## src/rtl/bcd_updown_counter_if.sv

```systemverilog
// Control/data bundle for bcd_updown_counter: the master drives the controls
// and load value, the slave (the counter) returns the count and status flags.
interface bcd_updown_counter_if #(
    parameter int unsigned DIGITS      = 4,
    parameter int unsigned DIGIT_WIDTH = 4
);
    logic                          i_clr;
    logic                          i_load;
    logic [DIGITS*DIGIT_WIDTH-1:0] i_load_val;
    logic                          i_en;
    logic                          i_up;
    logic [DIGITS*DIGIT_WIDTH-1:0] o_cnt;
    logic                          o_tc;
    logic                          o_zero;
    logic                          o_ovf;
    logic                          o_load_err;

    modport master (
        output i_clr,
        output i_load,
        output i_load_val,
        output i_en,
        output i_up,
        input  o_cnt,
        input  o_tc,
        input  o_zero,
        input  o_ovf,
        input  o_load_err
    );

    modport slave (
        input  i_clr,
        input  i_load,
        input  i_load_val,
        input  i_en,
        input  i_up,
        output o_cnt,
        output o_tc,
        output o_zero,
        output o_ovf,
        output o_load_err
    );
endinterface

```

## src/rtl/bcd_updown_counter.sv

```systemverilog
// Multi-digit up/down modulo counter with synchronous clear, clamped parallel
// load and wrap or saturate behaviour at the ends of the range.
// Digit 0 occupies the LSBs of the packed count.
module bcd_updown_counter #(
    parameter int unsigned DIGITS      = 4,
    parameter int unsigned MODULO      = 10,
    parameter int unsigned DIGIT_WIDTH = $clog2(MODULO),
    parameter bit          WRAP_MODE   = 1'b1
) (
    input  logic                 i_clk,
    input  logic                 i_rst,
    bcd_updown_counter_if.slave  bus
);
    typedef logic [DIGIT_WIDTH-1:0] digit_t;

    localparam digit_t MAX_DIGIT = digit_t'(MODULO - 1);
    localparam digit_t ONE       = digit_t'(1);

    digit_t [DIGITS-1:0] cnt_q;
    digit_t [DIGITS-1:0] cnt_d;
    digit_t [DIGITS-1:0] step_val;
    digit_t [DIGITS-1:0] load_clamped;
    logic                ovf_q;
    logic                ovf_d;
    logic                err_q;
    logic                err_d;

    logic [DIGITS-1:0] is_max;
    logic [DIGITS-1:0] is_min;
    logic [DIGITS-1:0] load_bad;
    logic [DIGITS-1:0] carry_in;
    logic [DIGITS-1:0] borrow_in;
    logic              all_max;
    logic              all_zero;
    logic              at_end;

    // Per-digit carry/borrow chain, load clamp and step value.
    for (genvar k = 0; k < DIGITS; k++) begin : g_digit
        // Selects digits 0..k-1; digit k steps only when all lower digits are at their limit.
        localparam logic [DIGITS-1:0] LOW_MASK = {DIGITS{1'b1}} >> (DIGITS - k);

        digit_t load_dig;
        digit_t inc_val;
        digit_t dec_val;

        assign is_max[k] = (cnt_q[k] == MAX_DIGIT);
        assign is_min[k] = (cnt_q[k] == '0);

        assign carry_in[k]  = &(is_max | ~LOW_MASK);
        assign borrow_in[k] = &(is_min | ~LOW_MASK);

        assign inc_val = is_max[k] ? '0 : cnt_q[k] + ONE;
        assign dec_val = is_min[k] ? MAX_DIGIT : cnt_q[k] - ONE;

        assign step_val[k] = bus.i_up ? (carry_in[k]  ? inc_val : cnt_q[k])
                                      : (borrow_in[k] ? dec_val : cnt_q[k]);

        assign load_dig        = bus.i_load_val[k*DIGIT_WIDTH +: DIGIT_WIDTH];
        assign load_bad[k]     = (load_dig > MAX_DIGIT);
        assign load_clamped[k] = load_bad[k] ? MAX_DIGIT : load_dig;
    end

    assign all_max  = &is_max;
    assign all_zero = &is_min;
    assign at_end   = bus.i_up ? all_max : all_zero;

    // Next-state selection: clear beats load beats count beats hold.
    always_comb begin
        cnt_d = cnt_q;
        ovf_d = 1'b0;
        err_d = 1'b0;
        if (bus.i_clr) begin
            cnt_d = '0;
        end else if (bus.i_load) begin
            cnt_d = load_clamped;
            err_d = |load_bad;
        end else if (bus.i_en) begin
            ovf_d = at_end;
            // In saturate mode an end-of-range step is blocked and the count holds.
            if (!at_end || WRAP_MODE) begin
                cnt_d = step_val;
            end
        end
    end

    // State register with asynchronous active-high reset.
    always_ff @(posedge i_clk or posedge i_rst) begin
        if (i_rst) begin
            cnt_q <= '0;
            ovf_q <= 1'b0;
            err_q <= 1'b0;
        end else begin
            cnt_q <= cnt_d;
            ovf_q <= ovf_d;
            err_q <= err_d;
        end
    end

    assign bus.o_cnt      = cnt_q;
    assign bus.o_tc       = bus.i_en & at_end;
    assign bus.o_zero     = all_zero;
    assign bus.o_ovf      = ovf_q;
    assign bus.o_load_err = err_q;
endmodule

```

## src/flat_wrapper.sv

```systemverilog
// flat-port wrapper written by rule: the top's interface ports become plain ports
module bcd_updown_counter_flat 
#(
    parameter int unsigned DIGITS      = 4,
    parameter int unsigned MODULO      = 10,
    parameter int unsigned DIGIT_WIDTH = $clog2(MODULO),
    parameter bit          WRAP_MODE   = 1'b1
)
  (i_clk, i_rst, bus_i_clr, bus_i_load, bus_i_load_val, bus_i_en, bus_i_up, bus_o_cnt, bus_o_tc, bus_o_zero, bus_o_ovf, bus_o_load_err);
  bcd_updown_counter_if #(.DIGITS(DIGITS), .DIGIT_WIDTH(DIGIT_WIDTH)) bus_i ();
  input  logic i_clk;
  input  logic i_rst;
  input wire logic [$bits(bus_i.i_clr)-1:0] bus_i_clr;
  input wire logic [$bits(bus_i.i_load)-1:0] bus_i_load;
  input wire logic [$bits(bus_i.i_load_val)-1:0] bus_i_load_val;
  input wire logic [$bits(bus_i.i_en)-1:0] bus_i_en;
  input wire logic [$bits(bus_i.i_up)-1:0] bus_i_up;
  output wire logic [$bits(bus_i.o_cnt)-1:0] bus_o_cnt;
  output wire logic [$bits(bus_i.o_tc)-1:0] bus_o_tc;
  output wire logic [$bits(bus_i.o_zero)-1:0] bus_o_zero;
  output wire logic [$bits(bus_i.o_ovf)-1:0] bus_o_ovf;
  output wire logic [$bits(bus_i.o_load_err)-1:0] bus_o_load_err;
  assign bus_i.i_clr = bus_i_clr;
  assign bus_i.i_load = bus_i_load;
  assign bus_i.i_load_val = bus_i_load_val;
  assign bus_i.i_en = bus_i_en;
  assign bus_i.i_up = bus_i_up;
  assign bus_o_cnt = bus_i.o_cnt;
  assign bus_o_tc = bus_i.o_tc;
  assign bus_o_zero = bus_i.o_zero;
  assign bus_o_ovf = bus_i.o_ovf;
  assign bus_o_load_err = bus_i.o_load_err;
  bcd_updown_counter #(.DIGITS(DIGITS), .MODULO(MODULO), .DIGIT_WIDTH(DIGIT_WIDTH), .WRAP_MODE(WRAP_MODE)) u_core (.i_clk(i_clk), .i_rst(i_rst), .bus(bus_i));
endmodule
```

## config.mk

```make
export PLATFORM = sky130hd
export DESIGN_NAME = bcd_updown_counter_flat
export DESIGN_NICKNAME = d
export VERILOG_FILES = /design/src/rtl/bcd_updown_counter_if.sv /design/src/rtl/bcd_updown_counter.sv /design/src/flat_wrapper.sv
export SDC_FILE = /design/constraint.sdc
export NUM_CORES = 1
export LEC_CHECK = 0
export CORE_AREA = 4 4 67 81
export DETAILED_ROUTE_END_ITERATION = 6
export DIE_AREA = 0 0 71 85
export GPL_ROUTABILITY_DRIVEN = 0
export MAX_ROUTING_LAYER = met4
export PLACE_DENSITY = 0.75
export SLEW_MARGIN = 20
export SYNTH_ARGS = -nofsm -noshare
export SYNTH_HDL_FRONTEND = slang
export SYNTH_SLANG_ARGS = --single-unit
export TNS_END_PERCENT = 1
```

## constraint.sdc

```tcl
create_clock -name i_clk -period 3.04 [get_ports i_clk]
set_clock_uncertainty 0.15 [all_clocks]
set_input_delay 0.304 -clock i_clk [delete_from_list [all_inputs] [get_ports i_clk]]
set_output_delay 0.304 -clock i_clk [all_outputs]
set_load 0.02 [all_outputs]
```

==> out/results.ini <==
[timing]
rsz0062_at_grt = false
max_freq_mhz = 370.1
period_share_pct = 88.89
slew_headroom_pct = 49.31
slew_violations = 0
worst_slew_pin_slew_ns = 0.7595
min_period_ns = 2.702
fin_setup_tns_ns = 0
whs_ns = 0.3202
finalSetupViolCount = 0
finalHoldViolCount = 0

[final_layout]
multi_input_area_um2 = 1242
finalNetCount = 309
syn_to_final_growth_pct = 27.15
fillers = 456
n_antenna_cell = 0
final_area_um2 = 2350
drive_above_1_share_pct = 6.909
instances_no_fill = 333
seqCellArea_um2 = 450.4

[flow_run]
drv_cap = 0

[power_and_ir_drop]
power_frac_clock_pct = 22.2
power_frac_seq_pct = 34.9
internal_power_uw = 567.7
share_comb_of_total_power_pct = 42.9
p_leak_uw = 0.0009651
ir_drop_mv = 0.2091
swShare_pct = 38.94
p_sw_uw = 362.0
powerDensity_nw_per_um2 = 395.7

[die]
core_um2 = 4594
floorplan.rows = 27
start_util_pct = 40.22
io-pin-count = 42
fp.dieArea_um2 = 6035
die_h_um = 85
die_w_um = 71

[run_status]
status = complete, no violations

[yosys]
postSynthCellCount = 240
yosys_warnings = 0
syn-num-nets = 273
synthFlopType = dfrtp_1
synth_seq_cells = 18
avgSynthCellArea_um2 = 7.700
ys_seq_area_share_pct = 24.37
synth_cell_types = 57
async_flop_share_pct = 100.0
synth_area_um2 = 1848
synth-edff-count = 0

[clock_network]
clk_path_buf_depth = 2
postCtsHoldBufs = 0
clkSinkCount = 18
root_buffer = clkbuf_8
ctsHtreeMaxLevel = 1
clock_latency_ns = 0.26
tritoncts = built
path_clk_slew_ns = 0.07
cts_resized = 0
postCtsSetupRepairBufs = 0
cts_inserted_buffers = 3

[detailed_routing]
ant_nets = 0
drc = 0
first_iter_violations = 115
drtPass1Iterations = 4
via_per_inst = 5.772
route.final.wire_length_mm = 5.193
num_vias = 1922
wire_per_inst_um = 15.59

[setup_path]
worstSetupStartpoint = u_core.bus.o_cnt[4]$_DFFE_PP0P_
critPathMaxStageDelay_ns = 0.64
critical_path.cell_chain = inv_1 > ha_1 > nor3b_4 > nand2_2 > nor2_1 > clkdlybuf4s50_1
crit_path_end = bus_o_zero
worstPathArrival_ns = 2.25
critPathKind = flop to primary output
cp.required_ns = 2.59
crit_fanout = 7
timing.rr.end = u_core.bus.o_cnt[15]$_DFFE_PP0P_
path_depth = 6
slowest_stage = clkdlybuf4s50_1
cp-start-kind = flop
reg2reg_depth = 7
crit_family = buffers and inverters
r2r_slack_ns = 0.89
crit_buf_inv = 2
cp-end-kind = primary output
r2r_start = u_core.bus.o_cnt[8]$_DFFE_PP0P_

[global_routing]
grt_pass1_wl_mm = 8.687
grt.total_usage_pct = 17.87
grt-ovfl-total = 0
grt_pass1_vias = 1867
grt_max_degree = 21
antenna_found_initial = 0

[hold_path]
min_path_type = input port to asynchronous set/reset pin

[placed_design]
port_buffers = 41
dp_hpwl_mm = 3.962
placedCellCount = 329
place_area_um2 = 2292

[worst reg2reg max path, cell delays in order, from the launching register on]
cell and delay (ns):
dfrtp_1 0.48, inv_1 0.12, ha_1 0.17, nor3b_2 0.33
nand3_1 0.19, a21oi_4 0.23, nand2_1 0.14, a32o_1 0.23
[cell usage in the layout, fill, tap and decap left out, types with 4 or more instances in the layout]
cell | Yosys | layout
o21ai_0 | 27 | 27
inv_1 | 17 | 17
nor3_1 | 9 | 9
and3_1 | 4 | 4
ha_1 | 11 | 11
buf_4 | 1 | 7
clkbuf_8 | 0 | 4
nand3b_1 | 6 | 6
clkdlybuf4s50_1 | 0 | 40
nor2_1 | 17 | 17
a31oi_1 | 7 | 7
a21oi_1 | 15 | 15
dfrtp_1 | 18 | 18
nand3_1 | 12 | 12
nand2b_1 | 8 | 8
nand2_1 | 15 | 15
[power groups by stage]
stage	clock network [µW]	registers, µW	logic (µW)
finish	206	325	399
global route	223	332	439
CTS	210	324	398
detailed placement	0	330	396
global placement	0	327	395
floorplan	0	335	253
[cells by family after synthesis]
logic type	after synthesis	share of synthesized area [%]
AOI/OAI and AO/OA	83	29.38
adders and majority gates	11	7.447
and+or+nand+nor	90	28.37
buffers and inverters	34	8.395
xor gates and xnor gates	3	1.422
muxes	1	0.6093
DFF	18	24.37
[routing by layer]
| metal | GRT usage (%) | vias to the layer above | wire, µm |
|---|---|---|---|
| li1 | - | 946 | - |
| met1 | 21.04 | 903 | 2222 |
| met2 | 30.21 | 59 | 2576 |
| met3 | 2.607 | 14 | 251 |
| met4 | 7.350 | 0 | 142 |
| met5 | - | - | 0 |
[sequential cells by signal, summed over array words and instances, names as in the netlist]
signal	count
u_core.bus.o_ovf	1
u_core.bus.o_cnt	16
u_core.bus.o_load_err	1
[cells in the mapped netlist, types with 2 or more instances]
library cell,instances,area share [%]
o21ai_0,27,7.3
dfrtp_1,18,24
inv_1,17,3.5
nor2_1,17,3.5
a21oi_1,15,4.1
nand2_1,15,3.0
nand3_1,12,3.2
ha_1,11,7.4
nor3_1,9,2.4
nand2b_1,8,2.7
a31oi_1,7,2.4
buf_2,7,1.9
clkbuf_1,6,1.2
nand3b_1,6,2.4
and3_1,4,1.4
a221oi_1,3,1.4
a32o_1,3,1.6
nor2b_1,3,1.0
o211ai_1,3,1.2
a211o_1,2,0.95
a211oi_1,2,0.81
a21boi_0,2,0.81
a311oi_1,2,0.95
and2_1,2,0.68
buf_6,2,1.2
nor3b_1,2,0.81
nor4_1,2,0.68
o2bb2ai_1,2,0.95
o31ai_1,2,0.81
xnor2_1,2,0.95
[final cells by class]
class / count / area share (%)
multi-input combinational: 188 / 52.88
timing repair buffer: 48 / 19.81
sequential: 18 / 19.17
tap: 58 / 3.088
inverter: 17 / 2.716
clock buffer: 4 / 2.343
[through the flow]
stage                     setup WS, ns  power, µW  util (%)
after global placement          0.4339      722.3     49.89
after detailed placement        0.3715      725.1     49.89
after global routing            0.1547      994.3     51.14
final                           0.3379      929.7     51.14
after floorplan                 0.6334      587.9         -
after CTS                      0.05114      933.0     51.09
[worst min path at each step]
stage / start / endpoint / cells past startpoint
final: i_rst / u_core.bus.o_cnt[8]$_DFFE_PP0P_ / 2
after global routing: i_rst / u_core.bus.o_cnt[11]$_DFFE_PP0P_ / 2
after global placement: u_core.bus.o_cnt[9]$_DFFE_PP0P_ / u_core.bus.o_cnt[9]$_DFFE_PP0P_ / 1
after floorplan: i_rst / u_core.bus.o_cnt[0]$_DFFE_PP0P_ / 1
after CTS: i_rst / u_core.bus.o_cnt[11]$_DFFE_PP0P_ / 2
after detailed placement: u_core.bus.o_cnt[13]$_DFFE_PP0P_ / u_core.bus.o_cnt[13]$_DFFE_PP0P_ / 1
Power figures use the tool's default switching activity.
